===== src/rtl/video_in_frame_scheduler.sv =====
// rtl/video_in_frame_scheduler.sv - frame-buffer pool scheduler between video-in DMA writer and HPS reader; VIDEO_IN_FRAME_DROP_CNT_EN adds drop_cnt/drop_clr
module video_in_frame_scheduler #(
  parameter int          NUM_BUF      = 3,
  parameter logic [31:0] BASE_ADDR    = 32'hC000_0000,
  parameter logic [31:0] FRAME_STRIDE = 32'h0004_0000
) (
  input  logic        clk,
  input  logic        reset,
  input  logic        wr_req,
  output logic        wr_grant,
  output logic [31:0] wr_addr,
  input  logic        wr_done,
  input  logic        wr_abort,
  input  logic        rd_req,
  output logic        rd_grant,
  output logic [31:0] rd_addr,
  output logic [15:0] rd_seq,
  input  logic        rd_release,
  output logic        overflow,
  input  logic        ovf_clr
`ifdef VIDEO_IN_FRAME_DROP_CNT_EN
  ,
  output logic [15:0] drop_cnt,
  input  logic        drop_clr
`endif
);

  typedef enum logic [1:0] {
    FREE    = 2'd0,
    WRITING = 2'd1,
    READY   = 2'd2,
    READING = 2'd3
  } buf_state_t;

  // Storage is sized for the largest legal pool; entries at or above NUM_BUF stay FREE and are never scanned.
  buf_state_t  st  [4];
  logic [15:0] seq [4];
  logic [15:0] fcnt;

  logic       w_any, r_any, y_any, f_any;
  logic [1:0] w_idx, r_idx, y_idx, f_idx;
  logic       rd_take, wr_take, do_done, do_abort, do_rel, starve;
  logic [1:0] g_idx;

  function automatic logic [31:0] buf_addr(input logic [1:0] idx);
    buf_addr = BASE_ADDR + FRAME_STRIDE * {30'd0, idx};
  endfunction

  // Locate the WRITING, READING and READY buffers and the lowest-index FREE one.
  always_comb begin
    w_any = 1'b0;
    r_any = 1'b0;
    y_any = 1'b0;
    f_any = 1'b0;
    w_idx = 2'd0;
    r_idx = 2'd0;
    y_idx = 2'd0;
    f_idx = 2'd0;
    for (int i = 3; i >= 0; i--) begin
      if (i < NUM_BUF) begin
        if (st[i] == FREE) begin
          f_any = 1'b1;
          f_idx = 2'(i);
        end
        if (st[i] == WRITING) begin
          w_any = 1'b1;
          w_idx = 2'(i);
        end
        if (st[i] == READY) begin
          y_any = 1'b1;
          y_idx = 2'(i);
        end
        if (st[i] == READING) begin
          r_any = 1'b1;
          r_idx = 2'(i);
        end
      end
    end
  end

  // Grant and event decisions from the state registered at the start of the cycle.
  always_comb begin
    rd_take  = rd_req && !r_any && y_any;
    // The reader wins a contested READY buffer; the writer recycles READY only when nothing is FREE.
    wr_take  = wr_req && !w_any && (f_any || (y_any && !rd_take));
    g_idx    = f_any ? f_idx : y_idx;
    do_abort = wr_abort && w_any;
    do_done  = wr_done && !wr_abort && w_any;
    do_rel   = rd_release && r_any;
    // A pending request that finds no FREE and no READY buffer marks the writer as starved,
    // even while it still holds its current buffer.
    starve   = wr_req && !f_any && !y_any;
  end

  // Buffer ownership, sequence numbers, grants and registered addresses.
  always_ff @(posedge clk) begin
    if (reset) begin
      for (int i = 0; i < 4; i++) begin
        st[i]  <= FREE;
        seq[i] <= 16'd0;
      end
      fcnt     <= 16'd0;
      wr_grant <= 1'b0;
      rd_grant <= 1'b0;
      wr_addr  <= 32'd0;
      rd_addr  <= 32'd0;
      rd_seq   <= 16'd0;
      overflow <= 1'b0;
    end else begin
      wr_grant <= wr_take;
      rd_grant <= rd_take;
      if (wr_take) begin
        wr_addr <= buf_addr(g_idx);
      end
      if (rd_take) begin
        rd_addr <= buf_addr(y_idx);
        rd_seq  <= seq[y_idx];
      end
      if (starve) begin
        overflow <= 1'b1;
      end else if (ovf_clr) begin
        overflow <= 1'b0;
      end
      if (do_abort) begin
        st[w_idx] <= FREE;
      end else if (do_done) begin
        st[w_idx]  <= READY;
        seq[w_idx] <= fcnt;
        fcnt       <= fcnt + 16'd1;
        // The older READY frame is dropped unless the reader claims it this same cycle.
        if (y_any && !rd_take) begin
          st[y_idx] <= FREE;
        end
      end
      if (rd_take) begin
        st[y_idx] <= READING;
      end
      if (do_rel) begin
        st[r_idx] <= FREE;
      end
      if (wr_take) begin
        st[g_idx] <= WRITING;
      end
    end
  end

`ifdef VIDEO_IN_FRAME_DROP_CNT_EN
  logic drop_evt;

  // A frame is lost when a completed frame supersedes an unread one or the writer recycles it.
  always_comb begin
    drop_evt = (wr_take && !f_any) || (do_done && y_any && !rd_take);
  end

  // Saturating drop counter; a same-cycle drop beats the clear.
  always_ff @(posedge clk) begin
    if (reset) begin
      drop_cnt <= 16'd0;
    end else if (drop_evt) begin
      if (drop_clr) begin
        drop_cnt <= 16'd1;
      end else if (drop_cnt != 16'hFFFF) begin
        drop_cnt <= drop_cnt + 16'd1;
      end
    end else if (drop_clr) begin
      drop_cnt <= 16'd0;
    end
  end
`endif

endmodule


===== config.mk =====
export PLATFORM = sky130hd
export DESIGN_NAME = video_in_frame_scheduler
export DESIGN_NICKNAME = d
export VERILOG_FILES = /design/src/rtl/video_in_frame_scheduler.sv
export SDC_FILE = /design/constraint.sdc
export NUM_CORES = 1
export LEC_CHECK = 0
export ABC_AREA = 1
export CAP_MARGIN = 20
export CORE_ASPECT_RATIO = 1.4
export CORE_UTILIZATION = 52
export CTS_BUF_LIST = sky130_fd_sc_hd__clkbuf_8 sky130_fd_sc_hd__clkbuf_16
export CTS_CLUSTER_DIAMETER = 60
export CTS_CLUSTER_SIZE = 40
export DETAILED_ROUTE_END_ITERATION = 12
export PLACE_DENSITY = 0.8
export SYNTH_ARGS = -nofsm -noshare
export SYNTH_HDL_FRONTEND = slang
export SYNTH_SLANG_ARGS = --single-unit

===== constraint.sdc =====
create_clock -name clk -period 2.62 [get_ports clk]
set_input_delay 0.524 -clock clk [delete_from_list [all_inputs] [get_ports clk]]
set_output_delay 0.524 -clock clk [all_outputs]
set_load 0.05 [all_outputs]

==> flow_metrics.tcl, run 1 <==
set metrics [dict create \
    gp_routability_congestion 0.9592 \
    worst_pin_slew_ps 513.4 \
    root_buffer "clkbuf_16" \
    ys_warn_count 0 \
    synth_top_family_by_area "simple AND/OR/NAND/NOR gates" \
    synth-async-reset-ratio_pct 0 \
    ant_nets 0 \
    synth_flop_cell "edfxtp_1" \
    cts_tree "built" \
    regArea_sq_um 2382 \
    core-area_sq_um 8977 \
    crit_arrival_ps 2120 \
    synthCells 583 \
    worstSetupEndpointType "register" \
    boundaryPins 91 \
    fillers 749 \
    clk_pin_slew_ps 60 \
    gr-total-overflow 0 \
    finalHoldViolCount 0 \
    num_antenna_cells 0 \
    critPathKind "in -> reg" \
    r2r_slack_ps 710 \
    r2r_cells 9 \
    fp.dieH_um 115.3 \
    cts_setup_buffers 0 \
    fin_crit_sh_pct 78.75 \
    grt_max_degree 31 \
    antenna_found_initial 0 \
    start_util_pct 53.07 \
    leakage_nw 2.203 \
    area_growth_pct 12.13 \
    multiInputGateArea_sq_um 1852 \
    ctsResizeCount 0 \
    max-vdd-ir-drop_v 0.0006271 \
    wirelength_mm 9.887 \
    endpoint "seq[2][4]" \
    status "complete, no violations" \
    crit_start "wr_done" \
    cp_max_fo 16 \
    synth_edf_count 48 \
    r2r_start "st[1][1]" \
    synthSimpleGateAreaFrac_pct 23.16 \
    clock_sinks 95 \
    muxShareOfSynthArea_pct 0 \
    post-route-drc-count 0 \
    fmax_mhz 484.7 \
    cts_buffers 9 \
    via_count 3822 \
    finalNetCount 632 \
    dp_hpwl_mm 7.171 \
    final_cells 735 \
    grt_pass1_vias 3534 \
    port_buffers 34 \
    rsz0062_at_grt "no" \
    synth_seq_area_share_pct 50.00 \
    chipWidth_um 82.90 \
    avgSynthCellArea_sq_um 8.173 \
    hold_class "reg -> reg" \
    grt_pass1_wl_mm 16.26 \
    drive_gt1_share_pct 8.758 \
    synth_cell_types 35 \
    placed_cells 719 \
    drv_slew 0 \
    slew_headroom_pct 65.67 \
    hold_ws_ps 471.6 \
    maxCapViolCount 0 \
    pre_cts_ws_ps 191.8 \
    cts.htree.levels 3 \
    period_needed_ps 2063 \
    finalSetupTns_ps 0 \
    synth-adder-area-share_pct 0.2626 \
    synthXorXnorAreaFrac_pct 0.5515 \
    clock_skew_ps 4.856 \
    power.density_nw_per_um2 1054 \
    synth_compound_area_share_pct 10.48 \
    fin_ws_ps 556.9 \
    cp-start-kind "input pin" \
    die_area_sq_um 9555 \
    vias_per_cell 5.200 \
    finalSetupViolCount 0 \
    ys_ff_latch 95 \
    clockBufferDepth 2 \
    track_usage_pct 21.42 \
    critPathRequiredTime_ps 2680 \
    wire_per_inst_um 13.45 \
    worstSkewPairLatency_ps 350 \
    row_count 41 \
    rr_endpoint "seq[2][4]" \
    dr.pass1.iters 5 \
    drt_iter0_drc 255 \
    cts_hold_buf 0 \
    syn-cell-area_sq_um 4765 \
]
power breakdown:
part / switching, mW / total (mW) / internal (mW) / leakage (nW)
logic: 1.77 / 2.48 / 0.709 / 1.19
registers: 0.133 / 1.94 / 1.81 / 0.881
clock network: 0.552 / 1.22 / 0.665 / 0.136
total: 2.45 / 5.63 / 3.18 / 2.20
sequential cells by signal (all words and copies together), names as in the netlist:
register and flops:
st 6, wr_addr 3, rd_seq 16, wr_grant 1
rd_grant 1, rd_addr 3, seq 48, overflow 1
fcnt 16
synthesized netlist by cell type, types with 2 or more instances:
library cell / n / area, sq um
inv_1: 49 / 183.9
buf_2: 4 / 20.02
xor2_1: 3 / 26.28
clkbuf_1: 13 / 48.80
nand2_2: 4 / 25.02
buf_4: 58 / 435.4
nor2_1: 108 / 405.4
o21ai_0: 66 / 330.3
a21oi_1: 23 / 115.1
nand4_1: 11 / 68.82
edfxtp_1: 48 / 1441
nand3_2: 3 / 30.03
nand2_1: 72 / 270.3
nor2_2: 2 / 12.51
nand3_1: 20 / 100.1
nor3_1: 23 / 115.1
nor4_1: 2 / 12.51
inv_2: 8 / 30.03
dfxtp_1: 47 / 940.9
o21ai_1: 4 / 20.02
logic make-up after synthesis:
logic type	count (synthesis)
buffers and inverters	135
DFF	95
other	1
and+or+nand+nor	251
xor gates and xnor gates	3
adders and majority gates	1
AOI/OAI and AO/OA	97
layer usage:
layer  wire length (um)  GRT usage, %
met4                249         10.11
met3                572         4.666
met5                  0             0
met2               5226         39.18
met1               3838         23.70
final cells by class:
type / instances / area share (%)
Clock buffer: 10 / 4.473
Clock inverter: 6 / 0.7026
Inverter: 58 / 4.075
Multi-Input combinational cell: 408 / 34.66
Sequential cell: 95 / 44.59
Tap cell: 107 / 2.506
Timing Repair Buffer: 51 / 8.993
cells in the final DEF (no fill, tap or decap), types with 2 or more instances in the layout:
cell             instances
clkinv_2                 2
nor4_1                   2
clkdlybuf4s50_1         34
o21ai_0                 66
inv_2                    8
clkbuf_16                9
nor2_2                   2
nand2_2                  4
nand4_1                 11
buf_4                   16
edfxtp_1                48
nand3_2                  3
xor2_1                   3
conb_1                  56
nand3_1                 20
nor3_1                  23
dfxtp_1                 47
nor2_1                 108
a21oi_1                 23
inv_1                   50
o21ai_1                  4
clkinvlp_4               2
nand2_1                 72
critical path, stage by stage:
cell and delay (ps):
clkdlybuf4s50_1 470, inv_1 40, nor2_1 170, nand2_4 120, inv_2 120, nand2_2 110, or2_1 260, nand2_1 130
buf_12 170
worst min-delay path by stage:
stage,endpoint,start,slack [ps],depth (start not counted)
2_1_floorplan,fcnt[14],fcnt[14],460,2
3_3_place_gp,rd_addr[30],rd_addr[30],460,2
3_5_place_dp,overflow,overflow,460,2
4_1_cts,rd_addr[30],rd_addr[30],480,2
5_1_grt,wr_addr[18],wr_addr[18],490,2
6_report,rd_addr[30],rd_addr[30],470,2
through the flow:
step | util [%] | cell area, sq um | total power [mW]
2_1_floorplan | - | 4971 | 3.835
3_3_place_gp | 56.43 | 5066 | 4.359
3_5_place_dp | 56.43 | 5066 | 4.411
4_1_cts | 59.51 | 5343 | 5.643
5_1_grt | 59.51 | 5343 | 5.945
6_report | 59.51 | 5343 | 5.633
No activity file was read; power rests on OpenSTA's default activity.
==> run 2, diff against run 1 <==
==> constraint.sdc (replaced) <==
create_clock -name clk -period 2.1 [get_ports clk]
set_input_delay 0.42 -clock clk [delete_from_list [all_inputs] [get_ports clk]]
set_output_delay 0.42 -clock clk [all_outputs]
set_load 0.05 [all_outputs]
==> flow_metrics.tcl, run 2 (synthesized netlist as in run 1, its figures left out) <==
set metrics [dict create \
    core-area_sq_um 8977 \
    gr-total-overflow 0 \
    maxCapViolCount 0 \
    hold_class "reg -> reg" \
    fmax_mhz 506.3 \
    dr.pass1.iters 5 \
    dp_hpwl_mm 7.363 \
    area_growth_pct 14.71 \
    layout_common_cells "nor2_1 (108), nand2_1 (71), o21ai_0 (66)" \
    grt_pass1_vias 3683 \
    worstSkewPairLatency_ps 340 \
    num_antenna_cells 0 \
    crit_arrival_ps 1560 \
    clockBufferDepth 2 \
    cts_hold_buf 0 \
    max-vdd-ir-drop_v 0.0007662 \
    grt_pass1_wl_mm 17.06 \
    period_needed_ps 1975 \
    drv_slew 0 \
    drt_iter0_drc 234 \
    rsz0062_at_grt "no" \
    cts_buffers 9 \
    grt_max_degree 30 \
    port_buffers 34 \
    path_cells "clkdlybuf4s50_1" \
    ant_nets 0 \
    critPathRequiredTime_ps 1680 \
    slew_headroom_pct 64.95 \
    cp-start-kind "register" \
    status "complete, no violations" \
    boundaryPins 91 \
    finalHoldViolCount 0 \
    power.density_nw_per_um2 1324 \
    via_count 3855 \
    cts_setup_buffers 0 \
    cts_tree "built" \
    critPathKind "reg -> out" \
    cts.htree.levels 3 \
    worstSetupEndpointType "output port" \
    ctsResizeCount 0 \
    chipWidth_um 82.90 \
    worst_path_max_delay_cell "clkdlybuf4s50_1" \
    largest_reg_flops 48 \
    track_usage_pct 22.33 \
    gp_routability_congestion 0.9235 \
    clock_sinks 95 \
    wirelength_mm 9.945 \
    mostFrequentLayoutCell "nor2_1" \
    row_count 41 \
    largest_register "seq" \
    clock_skew_ps 5.270 \
    top_regs "seq x48, fcnt x16, rd_seq x16" \
    placed_area_sq_um 5176 \
    die_area_sq_um 9555 \
    leakage_nw 2.273 \
    vias_per_cell 5.168 \
    fp.dieH_um 115.3 \
    crit_family "buffers and inverters" \
    crit_buf_inv 1 \
    antenna_found_initial 0 \
    max_stage_delay_ps 840 \
    wire_per_inst_um 13.33 \
    worst_pin_slew_ps 524.1 \
    cp_max_fo 3 \
    post-route-drc-count 0 \
    finalSetupTns_ps 0 \
    fin_crit_sh_pct 94.06 \
    finalSetupViolCount 0 \
    start_util_pct 53.07 \
    root_buffer "clkbuf_16" \
    drive_gt1_share_pct 10.33 \
    clk_pin_slew_ps 60 \
    final_area_sq_um 5465 \
    finalNetCount 643 \
]
-- run 2: worst paths after layout --
kind	from	end	slack, ps	cells past startpoint
worst max register to register	st[2][0]	st[1][1]	250	11
worst min register to register	rd_addr[18]	rd_addr[18]	480	2
worst min-delay path	rd_addr[18]	rd_addr[18]	480	2
worst max-delay path	rd_addr[30]	rd_addr[31]	120	1
-- run 2: stage by stage --
| step | util [%] | hold slack, ps | total power, mW | cells | worst slack [ps] |
|---|---|---|---|---|---|
| floorplan | - | 457.8 | 4.785 | 638 | 66.59 |
| global placement | 57.66 | 454.9 | 5.568 | 730 | -6.598 |
| detailed placement | 57.66 | 463.0 | 5.661 | 730 | -83.35 |
| CTS | 60.88 | 482.0 | 7.261 | 746 | 115.5 |
| global route | 60.88 | 501.6 | 7.640 | 746 | 74.43 |
| finish | 60.88 | 480.8 | 7.238 | 746 | 124.8 |
-- run 2: area by class of cell --
type | instances | area [sq um]
multi-input combinational | 408 | 1854
timing repair buffer | 62 | 588.1
tap | 107 | 133.9
sequential | 95 | 2382
clock inverter | 7 | 63.81
clock buffer | 9 | 225.2
inverter | 58 | 217.7
fill | 776 | 3512
-- run 2: routing by layer --
metal  vias up  track usage (%)  part of all wire [%]
li1       1908                -                     -
met1      1754            25.12                    40
met2       173            41.31                    52
met3        20            3.374                   5.4
met4         0            10.92                   2.4
met5         -                0                     0
-- run 2: power breakdown --
group / switching [mW] / internal [mW]
logic: 2.25 / 0.976
registers: 0.164 / 2.25
clock network: 0.676 / 0.914
total: 3.09 / 4.14
==> run 3, diff against run 2 <==
--- a/config.mk
+++ b/config.mk
@@ -8,12 +8,14 @@
 export ABC_AREA = 1
 export CAP_MARGIN = 20
 export CORE_ASPECT_RATIO = 1.4
-export CORE_UTILIZATION = 52
+export CORE_UTILIZATION = 63
 export CTS_BUF_LIST = sky130_fd_sc_hd__clkbuf_8 sky130_fd_sc_hd__clkbuf_16
 export CTS_CLUSTER_DIAMETER = 60
 export CTS_CLUSTER_SIZE = 40
 export DETAILED_ROUTE_END_ITERATION = 12
-export PLACE_DENSITY = 0.8
+export DONT_BUFFER_PORTS = 1
+export GPL_TIMING_DRIVEN = 0
+export PLACE_DENSITY = 0.79
 export SYNTH_ARGS = -nofsm -noshare
 export SYNTH_HDL_FRONTEND = slang
 export SYNTH_SLANG_ARGS = --single-unit
==> flow_metrics.tcl, run 3 (synthesized netlist as in run 1, its figures left out) <==
set metrics [dict create \
    status "complete, no violations" \
    max-vdd-ir-drop_v 0.0009670 \
    drt_iter0_drc 268 \
    p_sw_mw 3.132 \
    p_int_mw 3.466 \
    fp.dieH_um 104.9 \
    worstSkewPairLatency_ps 370 \
    max_stage_delay_ps 390 \
    via_count 3986 \
    gp_routability_congestion 0.8621 \
    clk_pin_slew_ps 90 \
    critPathRequiredTime_ps 2180 \
    maxCapViolCount 0 \
    drive_gt1_share_pct 17.56 \
    final_cells 752 \
    leakage_nw 2.336 \
    worstSetupEndpointType "register" \
    clock_sinks 95 \
    root_buffer "clkbuf_8" \
    hold_class "in -> reg" \
    post-route-drc-count 0 \
    p_total_mw 6.598 \
    combinationalPowerShare_pct 34.2 \
    crit_arrival_ps 2080 \
    boundaryPins 91 \
    fin_crit_sh_pct 95.17 \
    ant_nets 0 \
    cts_tree "built" \
    cts_buffers 9 \
    finalSetupViolCount 0 \
    drv_slew 0 \
    vias_per_cell 5.301 \
    finalHoldViolCount 0 \
    row_count 37 \
    r2r_slack_ps 100 \
    clock_skew_ps 9.368 \
    power_frac_clock_pct 18.6 \
    clockBufferDepth 2 \
    power.density_nw_per_um2 1216 \
    grt_max_degree 17 \
    die_area_sq_um 7920 \
    wirelength_mm 10.65 \
    num_antenna_cells 0 \
    top_regs "seq x48, fcnt x16, rd_seq x16" \
    gr-total-overflow 0 \
    layout_common_cells "nor2_1 (107), nand2_1 (68), o21ai_0 (66)" \
    mostFrequentLayoutCell "nor2_1" \
    dp_hpwl_mm 7.539 \
    fmax_mhz 500.3 \
    track_usage_pct 27.54 \
    antenna_found_initial 0 \
    worst_pin_slew_ps 598.0 \
    grt_pass1_wl_mm 16.01 \
    largest_reg_flops 48 \
    period_needed_ps 1999 \
    cts.htree.levels 3 \
    critPathKind "reg -> reg" \
    p_sw_share_pct 47.47 \
    p_seq_share_pct 47.2 \
    cp_max_fo 11 \
    chipWidth_um 75.50 \
    path_cells "inv_2, nand2_2, nand4_1, or2_1, buf_2, buf_6, nand2_8" \
    cp-start-kind "register" \
    core-area_sq_um 7315 \
    finalNetCount 659 \
    grt_pass1_vias 3549 \
    area_growth_pct 13.92 \
    worst_path_max_delay_cell "dfxtp_2" \
    start_util_pct 65.14 \
    wire_per_inst_um 14.16 \
    port_buffers 0 \
    hold_ws_ps 217.7 \
    placed_cells 735 \
    cts_hold_buf 0 \
    dr.pass1.iters 5 \
    slew_headroom_pct 60.14 \
    largest_register "seq" \
]
[run 3: layout make-up]
type | instances | area (sq um)
tap | 97 | 121.4
clock inverter | 6 | 68.82
inverter | 58 | 224.0
sequential | 95 | 2384
clock buffer | 10 | 137.6
buffer | 77 | 535.5
fill | 590 | 1887
multi-input combinational | 409 | 1957
[run 3: final timing paths]
kind           endpoint  cells past startpoint      from
min            overflow                      3   ovf_clr
min reg2reg    fcnt[14]                      2  fcnt[14]
max          seq[2][12]                      7  st[0][1]
max reg2reg  seq[2][12]                      7  st[0][1]
[run 3: power by group through the flow]
stage | registers [mW] | logic (mW) | clock network (mW)
3_3_place_gp | 3.15 | 2.08 | 0
3_5_place_dp | 3.15 | 2.12 | 0
2_1_floorplan | 3.11 | 1.68 | 0
5_1_grt | 3.15 | 2.47 | 1.30
4_1_cts | 3.11 | 2.15 | 1.24
6_report | 3.11 | 2.26 | 1.23
[run 3: worst max-delay path: cells and delay by family (launching register included)]
family | cells | cell delay (ps)
buffers and inverters | 3 | 410
DFF | 1 | 390
and+or+nand+nor | 4 | 910
[run 3: repair_timing]
| action | 4_1_cts | 5_1_grt |
|---|---|---|
| setup endpoints to repair | 48 | 65 |
| hold endpoints to repair | 0 | 0 |
| buffers inserted | 0 | 0 |
| cloned | 0 | 1 |
| gates resized for setup | 11 | 19 |
[run 3: per-stage QoR]
stage / cell area [sq um] / setup slack, ps / util (%) / setup TNS, ps
after floorplan: 4974 / 66.59 / - / 0
after global placement: 5095 / -474.3 / 69.65 / -16120
after detailed placement: 5095 / -512.4 / 69.65 / -17970
after CTS: 5358 / 19.40 / 73.25 / 0
after global routing: 5428 / -17.58 / 74.20 / -76.74
final: 5428 / 101.3 / 74.20 / 0
[run 3: routing by layer]
layer	share of wire, %	global-route usage (%)	wire, um
met1	39	31.44	4135
met2	51	45.98	5456
met3	7.2	6.943	766
met4	2.7	14.42	287
met5	0	0	0
==> edit 1: new RTL, settings of run 3 <==
Register the output `overflow` once more, without a reset; this adds one clock of latency there. The other outputs are not delayed to match.
--- a/src/rtl/video_in_frame_scheduler.sv
+++ b/src/rtl/video_in_frame_scheduler.sv
@@ -31,6 +31,8 @@
     READY   = 2'd2,
     READING = 2'd3
   } buf_state_t;
+
+  logic overflow_s0;
 
   // Storage is sized for the largest legal pool; entries at or above NUM_BUF stay FREE and are never scanned.
   buf_state_t  st  [4];
@@ -105,7 +107,7 @@
       wr_addr  <= 32'd0;
       rd_addr  <= 32'd0;
       rd_seq   <= 16'd0;
-      overflow <= 1'b0;
+      overflow_s0 <= 1'b0;
     end else begin
       wr_grant <= wr_take;
       rd_grant <= rd_take;
@@ -117,9 +119,9 @@
         rd_seq  <= seq[y_idx];
       end
       if (starve) begin
-        overflow <= 1'b1;
+        overflow_s0 <= 1'b1;
       end else if (ovf_clr) begin
-        overflow <= 1'b0;
+        overflow_s0 <= 1'b0;
       end
       if (do_abort) begin
         st[w_idx] <= FREE;
@@ -168,5 +170,9 @@
   end
 `endif
 
+  always_ff @(posedge clk) begin
+    overflow <= overflow_s0;
+  end
+
 endmodule
 
Formal check against the unedited RTL: same outputs for any inputs over 4 cycles, from zero or initial values and one cycle with reset high; that may be too few to reach the edited logic, so the function may still have changed.
==> edit 1 against run 3 <==
Global-route usage rose by 0.80 points. Worst setup slack improved by 0.012 ns. Cell area fell by 0.88%. Total power fell by 3.1%. Clock power fell by 11%. Synthesized area rose by 0.42%. Sequential cell count rose by 1. Routed wire length fell by 1.6%. Utilization fell by 1.1 points.
==> edit 1: results <==
group,metric,value,unit
logic_synthesis,synth-edff-count,48,
finish,drive_gt1_frac,0.168,
global_routing,met1_usage,0.330,
pwr,leakage,2.34,nW
status,status,"complete, no violations",
pwr,combinationalPower,2.16,mW
placement,dp.cells,736,
global_routing,grt_pass1_wl,16.5,mm
timing,final.setup.worst_slack,0.114,ns
finish,nets,660,
placement,gp_congestion,0.915,
detailed_routing,met3_length,659,um
pwr,netSwitchingPower,3.05,mW
logic_synthesis,synthArstFlopShare,0,
global_routing,grt_pass1_vias,3690,
timing,final-setup-viol-count,0,
pwr,peakVddDrop,860,uV
global_routing,grt_max_degree,17,
hold_path,hold_path_depth,2,
detailed_routing,wl,10.5,mm
hold_path,hold_path_end,"overflow_s0",
logic_synthesis,synth_area_per_cell,8.19,um2
detailed_routing,dr_wl_met2,5.39,mm
placement,placed_area,5110,um2
global_routing,grtUsageMet3,0.0415,
timing,finClkSkew,0.00950,ns
placement,dp_slack,-0.510,ns
global_routing,globalRouteTotalUtil,0.283,
worst_setup_path,r2r_cells,7,
timing,whs,0.200,ns
pwr,clkPwrFrac,0.171,
logic_synthesis,ys_top_cells_by_area,"edfxtp_1, dfxtp_1, buf_4, nor2_1, o21ai_0",
finish,finalNonFillerCells,753,
timing,worst_pin_slew,0.580,ns
detailed_routing,viasPerCell,5.15,
hold_path,hold_start,"wr_req",
logic_synthesis,ys_seq_area_frac,0.502,
placement,dp_hpwl,7.59,mm
clock_tree,clkLatencyLatePin,0.38,ns
edit 1: cell count changes after synthesis, sizes merged:
cell	change
dfxtp	+1
edit 1: layout make-up:
type	instances	area, um2
clock inverters	6	36.3
inverters	58	220
plain buffers	77	531
well taps	97	121
multi-input cells	409	1930
clock buffers	10	138
fillers	597	1980
flip-flops and latches	96	2400
edit 1: cell families (layout without fill, tap and decap cells):
| family | after synthesis | after routing | share of synthesized area |
|---|---|---|---|
| compound gates | 97 | 97 | 0.104 |
| flops | 96 | 96 | 0.502 |
| fa+ha+maj | 1 | 1 | 0.00261 |
| other cells | 1 | 56 | 0.000784 |
| simple gates | 251 | 252 | 0.231 |
| xor+xnor | 3 | 3 | 0.00549 |
| buf+inv | 135 | 151 | 0.154 |
edit 1: critical path, cell delays in order (launching register included):
cell     delay, ns
dfxtp_1       0.40
inv_2         0.07
nand2_2       0.12
nand4_1       0.32
or2_1         0.33
buf_2         0.16
buf_6         0.18
nand2_8       0.11
==> edit 2: new RTL, settings of run 3 <==
Without the edit above. Build with the macro `VIDEO_IN_FRAME_DROP_CNT_EN` defined.
--- a/src/rtl/video_in_frame_scheduler.sv
+++ b/src/rtl/video_in_frame_scheduler.sv
@@ -1,4 +1,6 @@
 // rtl/video_in_frame_scheduler.sv - frame-buffer pool scheduler between video-in DMA writer and HPS reader; VIDEO_IN_FRAME_DROP_CNT_EN adds drop_cnt/drop_clr
+`define VIDEO_IN_FRAME_DROP_CNT_EN
+
 module video_in_frame_scheduler #(
   parameter int          NUM_BUF      = 3,
   parameter logic [31:0] BASE_ADDR    = 32'hC000_0000,
Interface: changed (added drop_clr and drop_cnt); port bits go from 91 to 108. No check against the original RTL was run, so the function may have changed too.
==> edit 2 against run 3 <==
Critical path depth rose by 3. Largest cell class unchanged. Cell area rose by 21%. Count of clock-buffer cells in the layout fell by 1. Combinational power fell by 14%. Routed wire length rose by 28%. Synthesized area rose by 18%. First-iteration DRC count rose by 53%. Sequential share of layout area fell by 2.5 points. Total power rose by 6.6%. Sequential cell count rose by 16. Global-route usage rose by 2.3 points. Worst setup slack got worse by 0.051 ns. Sequential power rose by 3%.
==> edit 2: results <==
group,metric,value,unit
status,status,"complete, no violations",
logic_synthesis,synth_compound_area_frac,0.126,
worst_setup_path,crit_arrival,2.32,ns
clock_tree,root_buffer,"clkbuf_16",
clock_tree,clkLatencyLatePin,0.34,ns
global_routing,globalRouteTotalUtil,0.298,
logic_synthesis,synthAdderAreaFrac,0.00444,
global_routing,grt_max_degree,18,
logic_synthesis,synth-edff-count,48,
logic_synthesis,synth-xor-area-share,0.00932,
worst_setup_path,r2r-start,"drop_cnt[0]",
worst_setup_path,r2r_slack,0.05,ns
finish,n_fill_cell,666,
finish,drive_gt1_frac,0.191,
timing,worst_pin_slew,0.811,ns
global_routing,grt_pass1_vias,4480,
detailed_routing,viasPerCell,5.55,
placement,placed_area,5980,um2
pwr,leakage,2.74,nW
pwr,combPwrFrac,0.275,
hold_path,hold_start,"ovf_clr",
placement,gp_congestion,0.958,
logic_synthesis,dominantRegCellSynth,"dfxtp_1",
worst_setup_path,slowest_delay,0.48,ns
finish,nets,785,
logic_synthesis,ys_types,41,
timing,fin_crit_sh,0.976,
timing,whs,0.242,ns
detailed_routing,first_iter_violations,410,
placement,dp_hpwl,9.36,mm
logic_synthesis,yosys-top-cells-count,"nand2_1, nor2_1, dfxtp_1, inv_1, buf_4",
global_routing,grt_pass1_wl,21.0,mm
pwr,clkPwrFrac,0.272,
worst_setup_path,r2r_cells,10,
detailed_routing,wl_per_cell,15.4,um
pwr,intPower,4.22,mW
placement,dp_slack,-0.620,ns
worst_setup_path,worstPathMaxFanout,6,
logic_synthesis,ys_top_cells_by_area,"edfxtp_1, dfxtp_1, buf_4, nand2_1, nor2_1",
pwr,combinationalPower,1.94,mW
timing,finClkSkew,0.00573,ns
clock_tree,clk_pin_slew_worst_paths,0.07,ns
worst_setup_path,worstSetupEndpoint,"drop_cnt[14]",
logic_synthesis,synth_cells,696,
pwr,peakVddDrop,802,uV
==> edit 2: worst min path at each step <==
| stage | end |
|---|---|
| 3_5_place_dp | fcnt[12] |
| 4_1_cts | overflow |
| 5_1_grt | overflow |
| 3_3_place_gp | fcnt[12] |
| 6_report | overflow |
| 2_1_floorplan | fcnt[12] |
==> edit 2: kinds of logic (layout without fill, tap and decap cells) <==
| logic type | count (synthesis) | after routing |
|---|---|---|
| XOR/XNOR | 6 | 6 |
| AND/OR/NAND/NOR | 299 | 299 |
| buffers and inverters | 148 | 176 |
| AO/OA/AOI/OAI | 129 | 129 |
| flip-flops | 111 | 111 |
| other | 1 | 56 |
| adder cells (fa/ha/maj) | 2 | 2 |
==> edit 2: timing repair <==
item,CTS,global route
gates cloned,0,1
hold buffers,0,0
endpoints found under the setup margin,80,68
setup buffers,3,8
hold endpoints to repair,0,0
resized for setup,24,20
pin swaps,3,4
==> edit 2: metal layers <==
metal / up-vias / share of wire / track usage
li1: 2368 / - / -
met1: 2277 / 0.37 / 0.344
met2: 223 / 0.53 / 0.522
met3: 37 / 0.073 / 0.0504
met4: 0 / 0.032 / 0.144
met5: - / 0 / 0
==> edit 2: layout make-up <==
| cell class | count | area, um2 | share of cell area |
|---|---|---|---|
| multi-input combinational | 492 | 2480 | 0.378 |
| buffer | 80 | 536 | 0.0816 |
| inverter | 68 | 256 | 0.0391 |
| sequential | 111 | 2720 | 0.415 |
| clock inverter | 7 | 114 | 0.0173 |
| tap | 105 | 131 | 0.0200 |
| clock buffer | 9 | 225 | 0.0343 |
| timing repair buffer | 12 | 97.6 | 0.0149 |
